## src/rtl/alu_share_arbiter.sv

```systemverilog
// alu_share_arbiter: two requesters share one ALU through round-robin
// arbitration. One operation is in flight at a time; results are registered
// and handed back to the granted requester with a valid/ready handshake.
//
// state | meaning
// ------+-----------------------------------------------------------------
// IDLE  | waiting for a request; grants combinationally and latches operands
// EXEC  | latched operands drive the shared ALU; result captured at the edge
// RESP  | result held for the granted requester until its rsp_ready

module alu_share_alu (
    input  logic [31:0] a_i,
    input  logic [31:0] b_i,
    input  logic [3:0]  ctrl_i,
    output logic [31:0] result_o,
    output logic        err_o
);

    // Combinational ALU; unsupported codes report an error and a zero result.
    always_comb begin
        result_o = 32'd0;
        err_o    = 1'b0;
        unique case (ctrl_i)
            4'b0000: result_o = a_i & b_i;
            4'b0001: result_o = a_i | b_i;
            4'b0010: result_o = a_i + b_i;
            4'b0110: result_o = a_i - b_i;
            4'b0111: result_o = (a_i < b_i) ? 32'd1 : 32'd0;
            4'b1100: result_o = a_i | ~b_i;
            default: err_o    = 1'b1;
        endcase
    end

endmodule

module alu_share_arbiter #(
    parameter int unsigned RR_RESET_PRIO = 0
) (
    input  logic        clk,
    input  logic        reset,
    input  logic [1:0]  req_valid,
    output logic [1:0]  req_ready,
    input  logic [31:0] req0_data1,
    input  logic [31:0] req1_data1,
    input  logic [31:0] req0_read2,
    input  logic [31:0] req1_read2,
    input  logic [31:0] req0_instruction,
    input  logic [31:0] req1_instruction,
    input  logic        req0_source,
    input  logic        req1_source,
    input  logic [3:0]  req0_ctrl_alu,
    input  logic [3:0]  req1_ctrl_alu,
    output logic [1:0]  rsp_valid,
    input  logic [1:0]  rsp_ready,
    output logic [31:0] rsp_result,
    output logic        rsp_zero,
    output logic        rsp_err,
    output logic        busy
);

    typedef enum logic [1:0] {IDLE, EXEC, RESP} state_t;

    localparam logic PRIO_INIT = (RR_RESET_PRIO != 0) ? 1'b1 : 1'b0;

    state_t      state_q, state_d;
    logic        prio_q, prio_d;
    logic        grant_q, grant_d;
    logic [31:0] a_q, a_d;
    logic [31:0] b_q, b_d;
    logic [3:0]  ctrl_q, ctrl_d;
    logic [31:0] result_q, result_d;
    logic        zero_q, zero_d;
    logic        err_q, err_d;

    logic        grant_c;
    logic [31:0] sel_a;
    logic [31:0] sel_b;
    logic [3:0]  sel_ctrl;
    logic [31:0] alu_result;
    logic        alu_err;

    // Only the low half of the instruction carries the immediate.
    logic unused_instr_hi;
    assign unused_instr_hi = ^{req0_instruction[31:16], req1_instruction[31:16]};

    // Winner is the priority index if it is requesting, otherwise the other one.
    assign grant_c = req_valid[prio_q] ? prio_q : ~prio_q;

    // Operand selection for the candidate winner, immediate sign-extended.
    always_comb begin
        if (grant_c) begin
            sel_a    = req1_data1;
            sel_b    = req1_source ? {{16{req1_instruction[15]}}, req1_instruction[15:0]}
                                   : req1_read2;
            sel_ctrl = req1_ctrl_alu;
        end else begin
            sel_a    = req0_data1;
            sel_b    = req0_source ? {{16{req0_instruction[15]}}, req0_instruction[15:0]}
                                   : req0_read2;
            sel_ctrl = req0_ctrl_alu;
        end
    end

    alu_share_alu u_alu (
        .a_i      (a_q),
        .b_i      (b_q),
        .ctrl_i   (ctrl_q),
        .result_o (alu_result),
        .err_o    (alu_err)
    );

    // Next-state, latch enables and handshake outputs.
    always_comb begin
        state_d   = state_q;
        prio_d    = prio_q;
        grant_d   = grant_q;
        a_d       = a_q;
        b_d       = b_q;
        ctrl_d    = ctrl_q;
        result_d  = result_q;
        zero_d    = zero_q;
        err_d     = err_q;
        req_ready = 2'b00;
        rsp_valid = 2'b00;
        unique case (state_q)
            IDLE: begin
                if (|req_valid) begin
                    req_ready = grant_c ? 2'b10 : 2'b01;
                    grant_d   = grant_c;
                    prio_d    = ~grant_c;
                    a_d       = sel_a;
                    b_d       = sel_b;
                    ctrl_d    = sel_ctrl;
                    state_d   = EXEC;
                end
            end
            EXEC: begin
                result_d = alu_err ? 32'd0 : alu_result;
                zero_d   = alu_err ? 1'b1 : (alu_result == 32'd0);
                err_d    = alu_err;
                state_d  = RESP;
            end
            RESP: begin
                rsp_valid = grant_q ? 2'b10 : 2'b01;
                if (rsp_ready[grant_q]) begin
                    state_d = IDLE;
                end
            end
            default: state_d = IDLE;
        endcase
    end

    // State and datapath registers; reset drops any operation in flight.
    always_ff @(posedge clk) begin
        if (reset) begin
            state_q  <= IDLE;
            prio_q   <= PRIO_INIT;
            grant_q  <= 1'b0;
            a_q      <= 32'd0;
            b_q      <= 32'd0;
            ctrl_q   <= 4'd0;
            result_q <= 32'd0;
            zero_q   <= 1'b0;
            err_q    <= 1'b0;
        end else begin
            state_q  <= state_d;
            prio_q   <= prio_d;
            grant_q  <= grant_d;
            a_q      <= a_d;
            b_q      <= b_d;
            ctrl_q   <= ctrl_d;
            result_q <= result_d;
            zero_q   <= zero_d;
            err_q    <= err_d;
        end
    end

    assign rsp_result = result_q;
    assign rsp_zero   = zero_q;
    assign rsp_err    = err_q;
    assign busy       = (state_q != IDLE);

endmodule

```

## config.mk

```make
export PLATFORM = sky130hd
export DESIGN_NAME = alu_share_arbiter
export DESIGN_NICKNAME = d
export VERILOG_FILES = /design/src/rtl/alu_share_arbiter.sv
export SDC_FILE = /design/constraint.sdc
export NUM_CORES = 1
export LEC_CHECK = 0
export CAP_MARGIN = 10
export CORE_MARGIN = 1
export CORE_UTILIZATION = 50
export DETAILED_ROUTE_END_ITERATION = 10
export PLACE_DENSITY_LB_ADDON = 0.08
export SLEW_MARGIN = 10
export SYNTH_ARGS = -nofsm -noshare
export SYNTH_HDL_FRONTEND = slang
export SYNTH_SLANG_ARGS = --single-unit
```

## constraint.sdc

```tcl
create_clock -name clk -period 9.64 [get_ports clk]
set_input_delay 0.964 -clock clk [delete_from_list [all_inputs] [get_ports clk]]
set_output_delay 0.964 -clock clk [all_outputs]
set_load 0.005 [all_outputs]
```

-- Word-level counts from Yosys, hierarchy flattened
Cells that the tools add are included.
- register bits after elaboration: 106
- input port bits: 208
- word-level logic and storage cells: 60
- output and inout bits: 39
- bitwise logic cells: 6
- muxes and demuxes: 23
- order comparisons: 3
- reduce and logical (&&, ||, !) cells: 8
- add/subtract/negate cells: 2
- equal/unequal tests: 9
- operators by type and width (cell ; count):
    32-bit one-hot mux with 6 select lines ; 1
    32-bit two-way mux ; 5
    32-bit bitwise OR ; 2
    32-bit adder ; 1
    32-bit AND ; 1
    32-bit logical NOT ; 1
    32-bit less-than comparator ; 1
    32-bit inverter ; 1
    32-bit subtractor ; 1
    2-bit two-way mux ; 7
    4-bit by 3-bit equality test with 1-bit output (second input constant) ; 2
    1-bit two-way mux ; 8
    2-bit one-hot mux with 3 select lines ; 1
    6-bit OR reduction ; 1
    4-bit by 1-bit equality test with 1-bit output (second input constant) ; 1
    4-bit by 2-bit equality test with 1-bit output (second input constant) ; 1
    4-bit equality test (second input constant) ; 1
    4-bit logical NOT ; 1
    1-bit by 2-bit less-than comparator with 1-bit output (second input constant) ; 2
    4-bit two-way mux ; 1
    2-bit != test (second input constant) ; 2
    2-bit AND reduction ; 2
    2-bit by 1-bit equality test with 1-bit output (second input constant) ; 1
    2-bit equality test (second input constant) ; 1
    4 further kinds ; 5

-- Longest topological paths before layout
- depth after elaboration: 6
- mapped depth: 14
- depth with buffers taken out: 14

-- Hierarchy
Synthesis repeated with hierarchy kept, for this count alone.
- cells, all modules: 1362
- area, all modules: 10019.6 µm²
- modules (own cells, without submodules) (module ; sequential area each (µm²) ; area an instance (µm²) ; times used ; cells an instance):
    alu_share_arbiter ; 2122.0 ; 5432.7 ; 1 ; 646
    alu_share_alu ; 0.0 ; 4586.9 ; 1 ; 716

-- Worst setup path before layout
No wires, ideal clock.
- path type: flip-flop to flip-flop
- start point: register b_q[1]
- end point: register zero_q (netlist: rsp_zero)
- path buffers: 0
- arrival: 3184 ps
- required time: 9556 ps
- clock period less this slack: 3268 ps
- path slack: 6372 ps
- stages on the path, launching flop included: 14
- library setup time: 84 ps
- cells stage by stage: dfxtp_1 -> inv_1 -> ha_1 -> nor2b_1 -> o311ai_2 -> a2111oi_2 -> nor3_1 -> a211o_1 -> a2111oi_2 -> o32ai_1 -> a2111o_1 -> nor4_2 -> nand4_1 -> o31ai_2
- word-level cells in the longest chain between the ends: 5
- elaborated cells between the ends (all ways): 11
- those cells by class: add/sub (2); order compare (1); mux (3); bitwise (4); reduce/logical (1)
- RTL lines (item ; RTL line ; source):
    start: declaration ; 69 ; logic [31:0] b_q, b_d;
    start signal: assignment ; 160 ; b_q <= 32'd0;
    start signal: assignment ; 170 ; b_q <= b_d;
    32-bit less-than comparator / 32-bit inverter (equally long branches) ; 28, 29 ;
    1-bit two-way mux / 32-bit bitwise OR (equally long branches) ; 28, 29 ;
    32-bit one-hot mux with 6 select lines * ; 23 ; unique case (ctrl_i)
    32-bit logical NOT * ; 139 ; zero_d = alu_err ? 1'b1 : (alu_result == 32'd0);
    1-bit two-way mux * ; 139 ;
    end signal: assignment ; 173 ; zero_q <= zero_d;
    end: declaration ; 72 ; logic zero_q, zero_d;
Mark *: on every way between the ends. The rest lies on a longest branch, timed or not.
A chain may end at the register's enable or synchronous reset.

-- Worst setup path after layout
- start point: register b_q[12]
- end point: register zero_q (netlist: rsp_zero)
The elaborated chain is that of the path after synthesis.

==> impl_metrics.yaml <==
die:
  die_w_microns: 144
  start_util_pct: 51.6
  io_pins: 247
  core-area_sq_um: 19700
  die_h_microns: 144
  die_area_sq_um: 20900
  placementRows: 51
global_route:
  grt_max_degree: 85
  grt_usage_pct: 35.0
  antenna_found_initial: 1
  grt_pass1_vias: 10000
  grt_pass1_wl_microns: 55800
  overflow: 0
logic_synthesis:
  synth_seq_cells: 106
  synthDistinctLibCells: 85
  yosys.area_share.adder_pct: 8.41
  synth-xor-area-share_pct: 1.90
  synth.area.top_cells: "dfxtp_1, ha_1, a21oi_1, nor2_1, nand2_1"
  ys_warn_count: 0
  synthFlopType: "dfxtp_1"
  synth_edf_count: 0
  synth_top_cell_by_area: "dfxtp_1"
  synth_simple_gate_area_share_pct: 27.6
  synth_top_family_by_area: "compound AO/OA/AOI/OAI gates"
  yosysTopAreaCellShare_pct: 20.9
  syn_area_sq_um: 10100
  synth_nets: 1723
  avgSynthCellArea_sq_um: 7.01
  synth_cells: 1448
  synthArstFlopShare_pct: 0
  muxShareOfSynthArea_pct: 2.19
  synth-compound-area-share_pct: 32.3
  seq_area_frac_synth_pct: 20.9
final_layout:
  final_cells: 1847
  mostFrequentLayoutCells: "clkdlybuf4s50_1, nor2_1, nand2_1"
  antenna_cells: 0
  nNetsFinal: 1852
  areaGrowthSynthToFinish_pct: 24.7
  final_common_cell: "clkdlybuf4s50_1"
  drive_gt1_share_pct: 4.17
  fin_util_pct: 64.4
sta:
  max_slew_margin_pct: 17.6
  rsz0062_at_grt: "no"
  report.final.hold_viol_count: 0
  fin_crit_ns: 4.31
  fin_tns_setup_ns: 0
  max_freq_mhz: 232
  final_max_slew_viol_count: 0
  finalSetupViolations: 0
  period_share_pct: 44.7
  skew_ns: 0.00761
  worst_pin_slew_ns: 1.21
setup_path:
  path_cells: "inv_1 > ha_1 > inv_1 > or4_1 > a211oi_1 > o21a_1 > o211ai_1 > and3_1 > o21ai_0 > o311ai_0 > buf_4 > nor4_2 > nand4_1 > o31ai_2"
  reg2reg_slack_ns: 5.33
  cpPeakStageDelay_ns: 0.62
  start_kind: "flop"
  critical_path_required_ns: 9.93
  critPathMaxFanout: 13
  regToRegStartpoint: "b_q[12]"
  reg2reg_to: "rsp_zero"
  cpMaxStageDelayCell: "or4_1"
  critPathKind: "flop to flop"
  worst-path-buf-inv: 3
  reg2reg_depth: 14
  path_delay_family: "compound AO/OA/AOI/OAI gates"
  cp-end-kind: "flop"
  arrival_ns: 4.60
  cpMostUsedCell: "inv_1"
clock_tree:
  clk_latency_ns: 0.37
  clk_path_buf_depth: 2
  cts_max_level: 3
  cts_hold_buf: 0
  postCtsResizedCells: 0
  tritoncts: "built"
  cts_sinks: 106
  cts.root.buffer_cell: "clkbuf_16"
  cts_setup_buffers: 0
  numCtsBuffers: 9
  cts.clk_slew.worst_paths_ns: 0.08
placed_design:
  gp_congestion: 1.00
  port_buffers: 214
  placed_cells: 1831
  dp_hpwl_microns: 28100
detailed_routing:
  viasPerCell: 6.27
  drc_errors: 0
  antenna_left: 0
  vias: 11600
  routed_wl_microns: 36400
  first_pass_iters: 6
  wl_per_cell_microns: 19.7
  drt_iter0_drc: 1188
power_and_ir_drop:
  ir_drop_mv: 0.0821
  power_uw: 1950
  powerDensity_nw_per_um2: 155
  p_leak_uw: 0.00489
min_path:
  hp-start: "rsp_result[26]"
  min_path_cells: 2
  min-delay-path-class: "flop to flop"
  min_to: "rsp_result[26]"
flow_run:
  cap_violations: 0
status:
  status: "completed"
tightest hold or removal path: stages (launching register included):
cell and delay (ns):
dfxtp_1 0.32, nand2_1 0.05, a21oi_1 0.05
cell families (layout without fill, tap and decap cells):
family                   Yosys count  count (layout)
XOR/XNOR                          22              22
adder cells (fa/ha/maj)           67              67
AO/OA/AOI/OAI                    475             475
flip-flops                       106             106
buffers and inverters            172             306
multiplexers                      22              22
AND/OR/NAND/NOR                  584             584
sequential cells by signal (all words and copies together) (netlist names):
name,cells
a_q,32
b_q,32
ctrl_q,4
grant_q,1
prio_q,1
rsp_err,1
rsp_result,32
rsp_zero,1
state_q,2
power by group:
part | internal (uW) | leakage, uW | switching (uW)
registers | 491 | 0.000875 | 66.8
clock network | 182 | 0.000138 | 195
logic | 406 | 0.00388 | 614
total | 1080 | 0.00489 | 876
final cells by class:
type | count | area, sq um
flip-flops and latches | 106 | 2120
clock inverters | 6 | 56.3
clock buffers | 10 | 229
inverters | 59 | 221
well taps | 265 | 332
multi-input cells | 1170 | 7420
fillers | 1827 | 7000
repair buffers | 231 | 2270
routing by layer:
metal	wire [microns]	GRT usage, %	vias up
met5	0	0	-
met4	795	10.4	0
met3	3570	5.89	55
met2	15700	52.8	601
met1	16400	50.5	5366
li1	-	-	5553
how the worst max path moves through the flow:
stage	start	slack, ns	cells past startpoint	to
after global routing	b_q[12]	5.11	14	rsp_zero
after CTS	b_q[12]	5.44	14	rsp_zero
final	b_q[12]	5.33	14	rsp_zero
after floorplan	b_q[1]	6.37	13	rsp_zero
after global placement	b_q[12]	5.44	14	rsp_zero
after detailed placement	b_q[12]	5.44	14	rsp_zero
synth_stat cells (14+ instances only):
cell type / count
a311oi_1: 39
xnor2_1: 21
a21o_1: 19
nand2b_1: 28
o21bai_1: 14
nor3_1: 33
o21ai_0: 56
a31oi_1: 14
o311ai_0: 18
clkbuf_1: 89
nand4_1: 19
buf_2: 19
nor2b_1: 45
nand3_1: 48
a211oi_1: 48
nor2_1: 176
inv_1: 58
dfxtp_1: 106
nand2_1: 169
a21oi_1: 134
ha_1: 65
mux2i_1: 20
metrics by stage:
step	hold WS, ns	area, sq um	setup WS [ns]
after floorplan	0.448	10100	6.37
after global placement	0.439	12400	5.44
after detailed placement	0.450	12400	5.44
after CTS	0.461	12700	5.44
after global routing	0.474	12700	5.11
final	0.456	12700	5.33
Power figures use the tool's default switching activity.
